**config.mk**
```make
export PLATFORM = sky130hd
export DESIGN_NAME = jtframe_rom_arb
export DESIGN_NICKNAME = d
export VERILOG_FILES = /design/src/rtl/jtframe_romarb_pkg.sv /design/src/rtl/jtframe_romarb_slot.sv /design/src/rtl/jtframe_rom_arb.sv
export SDC_FILE = /design/constraint.sdc
export NUM_CORES = 1
export LEC_CHECK = 0
export BUFFER_PORTS_ARGS = -buffer_cell sky130_fd_sc_hd__buf_2
export CAP_MARGIN = 20
export CORE_ASPECT_RATIO = 2
export CORE_MARGIN = 8
export CORE_UTILIZATION = 45
export CTS_CLUSTER_DIAMETER = 40
export CTS_CLUSTER_SIZE = 24
export DETAILED_ROUTE_END_ITERATION = 12
export GPL_ROUTABILITY_DRIVEN = 0
export PLACE_DENSITY_LB_ADDON = 0.12
export SLEW_MARGIN = 20
export SYNTH_ARGS = -nofsm -noshare
export SYNTH_HDL_FRONTEND = slang
export SYNTH_SLANG_ARGS = --single-unit
```
**constraint.sdc**
```tcl
create_clock -name clk -period 6.4 [get_ports clk]
set_clock_uncertainty 0.15 [all_clocks]
set_input_delay 0.96 -clock clk [delete_from_list [all_inputs] [get_ports clk]]
set_output_delay 0.96 -clock clk [all_outputs]
set_load 0.005 [all_outputs]
```
**src/rtl/jtframe_romarb_pkg.sv**
```systemverilog
// Shared types for the jtframe ROM arbiter: FSM states, grant index width, timeout counter width.
package jtframe_romarb_pkg;

    typedef enum logic [1:0] {StIdle, StReq, StWait} state_e;

    localparam int unsigned GntW = 3;
    localparam int unsigned CntW = 8;

endpackage

```
**src/rtl/jtframe_romarb_slot.sv**
```systemverilog
// One-entry read cache for a single ROM requester: tag/valid/data registers and hit compare.
module jtframe_romarb_slot #(
    parameter int unsigned AW = 22,
    parameter int unsigned DW = 32
) (
    input  logic          clk,
    input  logic          rst,
    input  logic          cs,
    input  logic [AW-1:0] addr,
    input  logic          fill,
    input  logic [AW-1:0] fill_tag,
    input  logic [DW-1:0] fill_data,
    output logic          hit,
    output logic [DW-1:0] dout
);

    logic          valid_q, valid_d;
    logic [AW-1:0] tag_q, tag_d;
    logic [DW-1:0] dout_q, dout_d;

    always_comb begin
        valid_d = valid_q;
        tag_d   = tag_q;
        dout_d  = dout_q;
        if (fill) begin
            valid_d = 1'b1;
            tag_d   = fill_tag;
            dout_d  = fill_data;
        end
    end

    always_ff @(posedge clk) begin
        if (rst) begin
            valid_q <= 1'b0;
            tag_q   <= '0;
            dout_q  <= '0;
        end else begin
            valid_q <= valid_d;
            tag_q   <= tag_d;
            dout_q  <= dout_d;
        end
    end

    assign hit  = cs & valid_q & (addr == tag_q);
    assign dout = dout_q;

endmodule

```
**src/rtl/jtframe_rom_arb.sv**
```systemverilog
// Shares one SDRAM read port among SLOTS cached ROM requesters, one transaction in flight.
// Define JTFRAME_ROMARB_RR_EN for round-robin grant; fixed priority (lowest index) otherwise.
module jtframe_rom_arb
    import jtframe_romarb_pkg::*;
#(
    parameter int unsigned SLOTS   = 5,
    parameter int unsigned AW      = 22,
    parameter int unsigned DW      = 32,
    parameter int unsigned TIMEOUT = 255
) (
    input  logic                clk,
    input  logic                rst,
    input  logic                downloading,
    input  logic                loop_rst,
    input  logic [SLOTS-1:0]    slot_cs,
    input  logic [SLOTS*AW-1:0] slot_addr,
    output logic [SLOTS-1:0]    slot_ok,
    output logic [SLOTS*DW-1:0] slot_dout,
    output logic                sdram_req,
    output logic [AW-1:0]       sdram_addr,
    input  logic                sdram_ack,
    input  logic                data_rdy,
    input  logic [DW-1:0]       data_read,
    output logic                refresh_en,
    output logic [GntW-1:0]     gnt_slot
);

    state_e                 state_q, state_d;
    logic                   req_q, req_d;
    logic [AW-1:0]          addr_q, addr_d;
    logic [GntW-1:0]        gnt_q, gnt_d;
    logic [CntW-1:0]        cnt_q, cnt_d;

    logic                   hold;
    logic [SLOTS-1:0]       hit, miss, fill;
    logic                   any_miss, do_fill;
    logic [GntW-1:0]        win;
    logic [AW-1:0]          win_addr;

    assign hold = rst | loop_rst | downloading;

    for (genvar g = 0; g < SLOTS; g++) begin : g_slot
        jtframe_romarb_slot #(
            .AW (AW),
            .DW (DW)
        ) u_slot (
            .clk       (clk),
            .rst       (hold),
            .cs        (slot_cs[g]),
            .addr      (slot_addr[g*AW +: AW]),
            .fill      (fill[g]),
            .fill_tag  (addr_q),
            .fill_data (data_read),
            .hit       (hit[g]),
            .dout      (slot_dout[g*DW +: DW])
        );
    end

    // Cache state is only cleared on the next edge, so mask hits/misses while held.
    assign slot_ok    = hold ? '0 : hit;
    assign miss       = hold ? '0 : (slot_cs & ~hit);
    assign any_miss   = |miss;
    assign refresh_en = hold | ((state_q == StIdle) & ~any_miss);
    assign sdram_req  = req_q;
    assign sdram_addr = addr_q;
    assign gnt_slot   = gnt_q;
    assign fill       = do_fill ? (SLOTS'(1) << gnt_q) : '0;

    always_comb begin
        int unsigned idx;
        logic        found;
        idx   = 0;
        found = 1'b0;
        win   = '0;
        for (int unsigned k = 0; k < SLOTS; k++) begin
`ifdef JTFRAME_ROMARB_RR_EN
            idx = (32'(gnt_q) + 32'd1 + k) % SLOTS;
`else
            idx = k;
`endif
            if (!found && miss[idx]) begin
                found = 1'b1;
                win   = GntW'(idx);
            end
        end
    end

    always_comb begin
        win_addr = '0;
        for (int unsigned k = 0; k < SLOTS; k++) begin
            if (GntW'(k) == win) win_addr = slot_addr[k*AW +: AW];
        end
    end

    always_ff @(posedge clk) begin
        if (hold) begin
            state_q <= StIdle;
            req_q   <= 1'b0;
            addr_q  <= '0;
            gnt_q   <= '0;
            cnt_q   <= '0;
        end else begin
            state_q <= state_d;
            req_q   <= req_d;
            addr_q  <= addr_d;
            gnt_q   <= gnt_d;
            cnt_q   <= cnt_d;
        end
    end

    // Counter is 0 on the first WAIT cycle, so TIMEOUT WAIT cycles end at TIMEOUT-1.
    always_comb begin
        state_d = state_q;
        unique case (state_q)
            StIdle: if (any_miss) state_d = StReq;
            StReq: begin
                if (sdram_ack) state_d = data_rdy ? StIdle : StWait;
            end
            StWait: begin
                if (data_rdy || cnt_q == CntW'(TIMEOUT - 1)) state_d = StIdle;
            end
            default: state_d = StIdle;
        endcase
    end

    always_comb begin
        req_d   = req_q;
        addr_d  = addr_q;
        gnt_d   = gnt_q;
        cnt_d   = cnt_q;
        do_fill = 1'b0;
        unique case (state_q)
            StIdle: begin
                if (any_miss) begin
                    req_d  = 1'b1;
                    addr_d = win_addr;
                    gnt_d  = win;
                end
            end
            StReq: begin
                if (sdram_ack) begin
                    req_d   = 1'b0;
                    cnt_d   = '0;
                    do_fill = data_rdy;
                end
            end
            StWait: begin
                cnt_d   = cnt_q + CntW'(1);
                do_fill = data_rdy;
            end
            default: ;
        endcase
    end

endmodule

```
* Yosys cells after proc, flatten, opt, wreduce, memory -nomap -nowiden
Cells that the tools add are included.
** Storage, ports and cells
- Flip-flop bits (word level) :: 311
- Bits of input ports :: 153
- Logic and storage cells :: 100
** Operators by class
- Add/subtract/negate cells :: 1
- Equal/unequal tests :: 15
- Shift operators :: 1
- Multiplexer cells :: 28
- Bitwise operators :: 17
- Reduce and logical (&&, ||, !) cells :: 18
** Operator list (number)
- $eq 22x22->1 :: 5
- $mux 22 :: 5
- $pmux 8 s2 :: 1
- $mux 5 :: 3
- $and 1x1->1 :: 11
- $mux 3 :: 3
- $add 8x1->8 const B :: 1
- $eq 8x8->1 const B :: 1
- $mux 1 :: 8
- $mux 2 :: 4
- $mux 8 :: 1
- $eq 2x3->1 const A :: 2
- $ne 2x2->1 const B :: 3
- $pmux 2 s3 :: 1
- $reduce_and 3->1 :: 2
- $and 5x5->5 :: 1
- $not 5->5 :: 1
- $reduce_or 5->1 :: 1
- $shl 1x3->5 const A :: 1
- $logic_and 1x1->1 :: 4
- $logic_not 1->1 :: 4
- $pmux 1 s2 :: 2
- $reduce_and 2->1 :: 2
- $reduce_bool 2->1 :: 2
- 9 further kinds :: 11

* Logic depth before layout (Yosys ltp)
Gate-level depths: netlist of the first run.
- Word-level depth :: 24
- Depth in mapped cells :: 10
- Gate-level depth less buffers :: 8

* Hierarchy
A second synthesis of the first run with hierarchy kept.
** Unflattened totals
- Cells, all modules :: 1368
- Area total of the unflattened synthesis :: 13332.8 µm²
** By module, submodules not included
- jtframe_romarb_slot :: instances 5, cells each 207, area an instance 2153.3 µm², sequential area each 1101.1 µm²
- jtframe_rom_arb :: instances 1, cells each 333, area an instance 2566.2 µm², sequential area each 720.7 µm²

* Worst setup path before layout of the first run
Ideal clock, no wire load.
- Kind :: in2out
- Start point :: in slot_addr[96]
- End point :: out refresh_en
- Arrival time :: 3027 ps
- Data required time :: 5290 ps
- Path slack :: 2263 ps
- Stages on the path :: 8
- Buffers on the path :: 2
- Cell sequence :: xor2_1 or4_1 nor4_2 a21oi_2 or4_1 buf_2 buf_6 o21ai_0
** On the way
- Longest elaborated chain between the ends :: 9
** Ends and longest elaborated chain
- start: declaration :: RTL line jtframe_rom_arb.sv:16 : input logic [SLOTS*AW-1:0] slot_addr,
- $eq 22x22->1 :: RTL line jtframe_romarb_slot.sv:44 : assign hit = cs & valid_q & (addr == tag_q);
- $and 1x1->1 :: RTL line jtframe_romarb_slot.sv:44
- $not 5->5 :: RTL line jtframe_rom_arb.sv:61 : assign miss = hold ? '0 : (slot_cs & ~hit);
- $and 5x5->5 :: RTL line jtframe_rom_arb.sv:61
- $mux 5 :: RTL line jtframe_rom_arb.sv:61
- $reduce_or 5->1 :: RTL line jtframe_rom_arb.sv:62 : assign any_miss = |miss;
- $not 1->1 :: RTL line jtframe_rom_arb.sv:63 : assign refresh_en = hold | ((state_q == StIdle) & ~any_miss);
- $and 1x1->1 :: RTL line jtframe_rom_arb.sv:63
- $or 1x1->1 :: RTL line jtframe_rom_arb.sv:63
- end: declaration :: RTL line jtframe_rom_arb.sv:24 : output logic refresh_en,
No other way between the ends.

* Worst setup path in the final report of the first run
- Start point :: in slot_addr[85]
- End point :: out refresh_en
Same word-level chain as after synthesis.

==> results.json, run 1 <==
{
  "status": "finished clean",
  "fp.dieW_um": 138,
  "hold_buffers": 0,
  "pin_count": 345,
  "ys_seq_area_share_pct": 46.2,
  "grt_util_all_layers_pct": 27.9,
  "grt_pass1_vias": 13445,
  "wl_per_cell_um": 22.1,
  "numCtsBuffers": 31,
  "drt-initial-drc-count": 1113,
  "start_util_pct": 45.7,
  "pwr-share-comb_pct": 6.6,
  "antenna_left": 0,
  "p_leak_nw": 6.20,
  "antenna_found_initial": 2,
  "period_needed_ns": 5.07,
  "core_area_um2": 29500,
  "ys_types": 47,
  "core.rowCount": 89,
  "end_kind": "output pin",
  "vdd_ir_drop_max_v": 0.000199,
  "synth_cells": 1731,
  "worstSetupPathType": "in2out",
  "viasPerCell": 5.62,
  "clkSinkCount": 311,
  "cts_tree": "done",
  "final_nets": 2171,
  "grt_first_pass_wirelength_um": 79400,
  "critical_path.max_stage_delay_ns": 0.97,
  "synthFlopType": "dfxtp_1",
  "routed_wl_um": 53200,
  "yosys_warnings": 0,
  "finalNonFillerCells": 2403,
  "hold_violations": 0,
  "cts_root_buffer": "clkbuf_16",
  "numPortBuffers": 344,
  "layout-drive-gt1-share_pct": 22.8,
  "cp.arrival_ns": 3.96,
  "htreeDepth": 1,
  "fin_crit_sh_pct": 79.1,
  "cts.clk_slew.worst_paths_ns": 0.07,
  "grt_setup_unrepaired": "no",
  "drv_slew": 0,
  "areaGrowthSynthToFinish_pct": 23.3,
  "die-area_um2": 36100,
  "dp.cells": 2344,
  "synth_edf_count": 0,
  "slowest_stage": "nor4_1",
  "crit_path_start_kind": "input pin",
  "maxCapViolations": 0,
  "async_flop_share_pct": 0,
  "die_y_um": 261,
  "crit_fanout": 5,
  "fin_tns_setup_ns": 0,
  "cts_setup_buffers": 0,
  "globalRouteOverflowTotal": 0,
  "p_sw_mw": 1.11,
  "clockBufferDepth": 3,
  "cts_resized": 0,
  "via_count": 13507,
  "path_cells": "buf_2 > xor2_1 > nor4_1 > nand4_1 > o21a_1 > or4_1 > o21ai_0 > buf_2",
  "grt_max_degree": 104,
  "required_ns": 5.29,
  "synthesis.nets": 1889,
  "powerDensity_nw_per_um2": 255,
  "worst_pin_slew_ns": 1.14,
  "relSlewSlack_pct": 23.3,
  "clock.fmax_mhz": 197,
  "synth.cell_area_um2": 13500,
  "drtPass1Iterations": 6,
  "clockPowerShare_pct": 47.4,
  "drc": 0,
  "worstHoldPathType": "reg2reg",
  "p_int_mw": 3.14,
  "seqPwrFrac_pct": 46.0,
  "p_sw_share_pct": 26.2,
  "avgSynthCellArea_um2": 7.79,
  "worstSkewPairLatency_ns": 0.57,
  "path_common_cell": "buf_2",
  "synth_seq_cells": 311,
  "place_hpwl_um": 38500,
  "final-setup-viol-count": 0
}
==> per-stage QoR <==
| step | utilization (%) | total power [mW] | setup slack, ns | hold slack (ns) | cell area, µm² |
|---|---|---|---|---|---|
| floorplan | - | 2.12 | 2.26 | 0.290 | 13500 |
| global placement | 52.4 | 2.27 | 1.38 | 0.289 | 15500 |
| detailed placement | 52.4 | 2.27 | 1.43 | 0.293 | 15500 |
| CTS | 56.3 | 4.27 | 1.41 | 0.303 | 16600 |
| global route | 56.3 | 4.36 | 1.39 | 0.320 | 16600 |
| finish | 56.3 | 4.25 | 1.33 | 0.302 | 16600 |
==> flip-flops by register name, indices dropped and copies added, names as in the netlist <==
name,flops
g_slot.u_slot.tag_q,110
state_q,2
g_slot.u_slot.valid_q,5
sdram_req,1
sdram_addr,22
g_slot.u_slot.dout,160
cnt_q,8
gnt_slot,3
==> cells by family (layout without fill, tap and decap cells) <==
logic type      after synthesis  after routing  synth area share [%]
buf+inv                     123            429                  3.56
fa+ha+maj                     5              5                 0.464
compound gates              414            414                  18.9
simple gates                764            764                  23.5
other cells                   0              2                     0
xor+xnor                    114            114                  7.40
flops                       311            311                  46.2
==> cell usage after synthesis (all sizes together), types with 9 or more instances <==
library cell / n / area share, %
clkbuf: 109 / 3.0
nor4: 16 / 0.79
o21a: 24 / 1.3
o31ai: 24 / 2.0
xor2: 56 / 3.6
nand4: 17 / 0.79
dfxtp: 311 / 46
a21oi: 282 / 10
a211oi: 22 / 1.2
nand2: 583 / 16
nor2: 75 / 2.1
nand3: 17 / 0.63
nor3: 9 / 0.33
buf: 9 / 0.39
xnor2: 58 / 3.8
nand3b: 22 / 1.2
a221oi: 44 / 2.9
==> worst paths after layout <==
path | startpoint | to | slack [ns] | cells past startpoint
setup / recovery | slot_addr[85] | refresh_en | 1.33 | 8
setup reg to reg | g_slot[0].u_slot.tag_q[10]$_SDFFE_PP0P_ | sdram_addr[6]$_SDFFE_PP0P_ | 2.18 | 8
hold / removal | g_slot[2].u_slot.dout[26]$_SDFFE_PP0P_ | g_slot[2].u_slot.dout[26]$_SDFFE_PP0P_ | 0.30 | 2
hold reg to reg | g_slot[2].u_slot.dout[26]$_SDFFE_PP0P_ | g_slot[2].u_slot.dout[26]$_SDFFE_PP0P_ | 0.30 | 2
==> layer usage <==
metal	up-vias	track usage [%]	share of wire (%)
li1	6404	-	-
met1	6292	27.6	34
met2	620	50.2	52
met3	191	5.33	6.5
met4	0	22.0	8.1
met5	-	0	0
==> cells in the final DEF, fill, tap and decap left out, types with 3 or more instances in the layout <==
master / instances
nand3_2: 3
or4_1: 4
or4b_1: 3
a21oi_1: 281
or3_1: 4
nor4_1: 15
ha_1: 5
inv_8: 3
inv_1: 5
xnor2_1: 58
nor2_1: 72
buf_4: 23
inv_6: 3
o21a_1: 24
nor2_4: 3
bufinv_16: 4
nand3b_1: 22
nand3_1: 14
nor3_1: 9
clkbuf_16: 31
nand2_1: 582
o21ai_0: 6
a211oi_1: 22
o31ai_2: 19
dfxtp_1: 311
buf_2: 344
o31ai_1: 5
a221oi_1: 44
nand4_1: 17
clkinvlp_4: 4
clkinv_8: 9
xor2_1: 56
==> power by group through the flow <==
| stage | registers [mW] | clock network [mW] | logic [mW] |
|---|---|---|---|
| 6_report | 1.95 | 2.01 | 0.281 |
| 5_1_grt | 1.95 | 2.11 | 0.295 |
| 4_1_cts | 1.95 | 2.05 | 0.275 |
| 3_5_place_dp | 2.00 | 0 | 0.274 |
| 3_3_place_gp | 2.00 | 0 | 0.271 |
| 2_1_floorplan | 1.99 | 0 | 0.127 |
==> cell type report <==
cell class                 count  area, µm²
fill                        2834      12900
multi-input combinational   1297       6870
sequential                   311       6230
timing repair buffer         367       1890
clock buffer                  31        776
tap                          364        455
clock inverter                26        379
inverter                       5       18.8
antenna                        2       5.00
==> worst max-delay path, delay by kind of cell <==
| kind | cells | cell delay (ns) |
|---|---|---|
| AOI/OAI and AO/OA | 2 | 0.57 |
| xor gates and xnor gates | 1 | 0.14 |
| and+or+nand+nor | 3 | 2.05 |
| buffers and inverters | 2 | 0.25 |
Power figures use the tool's default switching activity.
==> run 2, diff against run 1 <==
ABC_AREA = 1   (was unset)
clock period = 4.3 ns   (was 6.4 ns; I/O delays follow)
==> run 2 against run 1 <==
Effect of this change:
- worst hold slack got worse by 0.052 ns
- via count increased by 9.2%
- clock power increased by 64%
- register-to-register slack got worse by 1.2 ns
- synthesized cell count increased by 18%
- global-route usage increased by 3.7 points
- cell count increased by 14%
- combinational power increased by 59%
- sequential power increased by 49%
- largest cell class unchanged
- largest power group unchanged
==> results.json, run 2 <==
{
  "status": "finished clean",
  "avgSynthCellArea_um2": 6.71,
  "crit_fanout": 4,
  "drv_slew": 0,
  "drtPass1Iterations": 6,
  "hold_buffers": 0,
  "numPortBuffers": 344,
  "critical_path.max_stage_delay_ns": 0.33,
  "routed_wl_um": 58800,
  "pin_count": 345,
  "vdd_ir_drop_max_v": 0.000367,
  "synth.top_cell.area_share_pct": 45.6,
  "clock.fmax_mhz": 276,
  "hold_violations": 0,
  "worstHoldPathType": "in2reg",
  "drc": 0,
  "maxCapViolations": 0,
  "htreeDepth": 2,
  "grt_util_all_layers_pct": 31.5,
  "final-setup-viol-count": 0,
  "final_util_pct": 56.2,
  "fin_area_um2": 16900,
  "clockBufferDepth": 3,
  "layout_common_cells": "nor2_1, buf_2, dfxtp_1",
  "cts_tree": "done",
  "slowest_stage": "dfxtp_1",
  "cts_root_buffer": "clkbuf_16",
  "fin_crit_sh_pct": 84.4,
  "layout-drive-gt1-share_pct": 19.0,
  "globalRouteOverflowTotal": 0,
  "final_nets": 2490,
  "worstSkewPairLatency_ns": 0.53,
  "relSlewSlack_pct": 36.0,
  "grt_max_degree": 101,
  "synthesis.nets": 2194,
  "synth_seq_cells": 311,
  "wl_per_cell_um": 21.5,
  "via_count": 14754,
  "ys_seq_area_share_pct": 45.6,
  "crit_family": "simple AND/OR/NAND/NOR gates",
  "crit_path_start_kind": "register",
  "start_util_pct": 45.4,
  "synth.cell_area_um2": 13700,
  "powerDensity_nw_per_um2": 393,
  "cp.arrival_ns": 2.83,
  "core_area_um2": 30100,
  "netlist_top_cells_area": "dfxtp_1, nor2_1, o21ai_0",
  "largest_reg_flops": 160,
  "crit_buf_inv": 2,
  "cts_resized": 0,
  "numCtsBuffers": 34,
  "yosys.area.top_type": "dfxtp_1",
  "die-area_um2": 36500,
  "die_y_um": 262,
  "cts.clk_slew.worst_paths_ns": 0.07,
  "path_common_cell": "nand2_1",
  "grt_first_pass_wirelength_um": 88100,
  "antenna_found_initial": 4,
  "viasPerCell": 5.40,
  "path_cells": "inv_1 > nand2_1 > nand2_1 > nor2_1 > nand2_1 > nor2_1 > nand3_1 > nand2_1 > nand2_2 > nor2_1 > nand3_1 > nand2_1 > buf_2",
  "grt_pass1_vias": 14471,
  "end_kind": "output pin",
  "antenna_left": 0,
  "clkSinkCount": 311,
  "p_leak_nw": 8.09,
  "async_flop_share_pct": 0,
  "synth_cells": 2036,
  "yosysMostFrequentCell": "nor2_1",
  "cts_setup_buffers": 0,
  "post_dp_cell_area_um2": 15600,
  "yosys_warnings": 0,
  "fin_tns_setup_ns": 0,
  "grt_setup_unrepaired": "no",
  "ys_types": 30,
  "synthFlopType": "dfxtp_1",
  "core.rowCount": 90,
  "worst_pin_slew_ns": 0.961,
  "place_hpwl_um": 42600,
  "fillers": 2993,
  "netlist_top_cells_count": "nor2_1, dfxtp_1, o21ai_0",
  "required_ns": 3.50,
  "fp.dieW_um": 139,
  "worstSetupPathType": "reg2out",
  "synth_edf_count": 0,
  "final_common_cell": "nor2_1",
  "drt-initial-drc-count": 1216,
  "areaGrowthSynthToFinish_pct": 23.8,
  "period_needed_ns": 3.63
}
==> run 2: metal layers <==
layer  share of wire [%]  global-route usage (%)  up-vias
met5               0.022                       0        -
met4                 9.0                    26.0        2
met2                  50                    55.1      788
li1                    -                       -     7044
met1                  33                    30.8     6713
met3                 8.5                    8.10      207
==> run 2: area by class of cell <==
cell class	count	area (µm²)	share of cell area [%]
Multi-Input combinational cell	1431	6310	37.3
Sequential cell	311	6230	36.8
Timing Repair Buffer	370	1930	11.4
Clock buffer	45	1010	5.95
Inverter	184	691	4.09
Tap cell	368	460	2.73
Clock inverter	16	262	1.55
Antenna cell	6	15.0	0.0889
==> run 2: path summary, 6_finish.rpt <==
| path | startpoint | to | slack (ns) | cells after the start |
|---|---|---|---|---|
| setup / recovery | g_slot[3].u_slot.tag_q[2]$_SDFFE_PP0P_ | refresh_en | 0.67 | 13 |
| hold / removal | data_read[15] | g_slot[0].u_slot.dout[15]$_SDFFE_PP0P_ | 0.25 | 3 |
| setup reg to reg | g_slot[3].u_slot.tag_q[2]$_SDFFE_PP0P_ | sdram_addr[8]$_SDFFE_PP0P_ | 0.95 | 16 |
| hold reg to reg | cnt_q[7]$_SDFFE_PP0P_ | cnt_q[7]$_SDFFE_PP0P_ | 0.31 | 1 |
==> run 2: worst register-to-register path: stages (launching register included) <==
cell	delay, ns
dfxtp_1	0.33
inv_1	0.05
nand2_1	0.05
nand2_1	0.05
nor2_1	0.14
nand2_1	0.18
nor2_1	0.13
nand3_1	0.33
nand2_1	0.24
inv_1	0.08
nand3_1	0.07
nand2_1	0.10
inv_1	0.58
nand3_1	0.41
nand4_1	0.22
nand2_1	0.07
a21oi_1	0.12
==> run 2: per-stage QoR <==
step	instances	setup WS (ns)	hold WS, ns	power [mW]
3_5_place_dp	2664	0.762	0.293	3.39
2_1_floorplan	2036	1.91	0.272	3.16
6_report	2731	0.671	0.250	6.64
3_3_place_gp	2664	0.767	0.290	3.39
4_1_cts	2725	0.880	0.236	6.66
5_1_grt	2728	0.504	0.263	6.80
==> run 2: kinds of logic (layout without fill, tap and decap cells) <==
logic type,after synthesis,in the layout,share of synthesized area (%)
AOI/OAI and AO/OA,438,438,16.2
xor gates and xnor gates,19,19,1.22
adders and majority gates,5,5,0.458
buffers and inverters,294,615,8.44
DFF,311,311,45.6
other,0,6,0
and+or+nand+nor,969,969,28.1
==> run 2: power breakdown <==
part           internal [mW]  leakage (nW)  total (mW)  switching, mW
sequential              2.88          2.50        2.90         0.0123
clock                   1.99         0.611        3.30           1.31
combinational          0.140          4.97       0.446          0.306
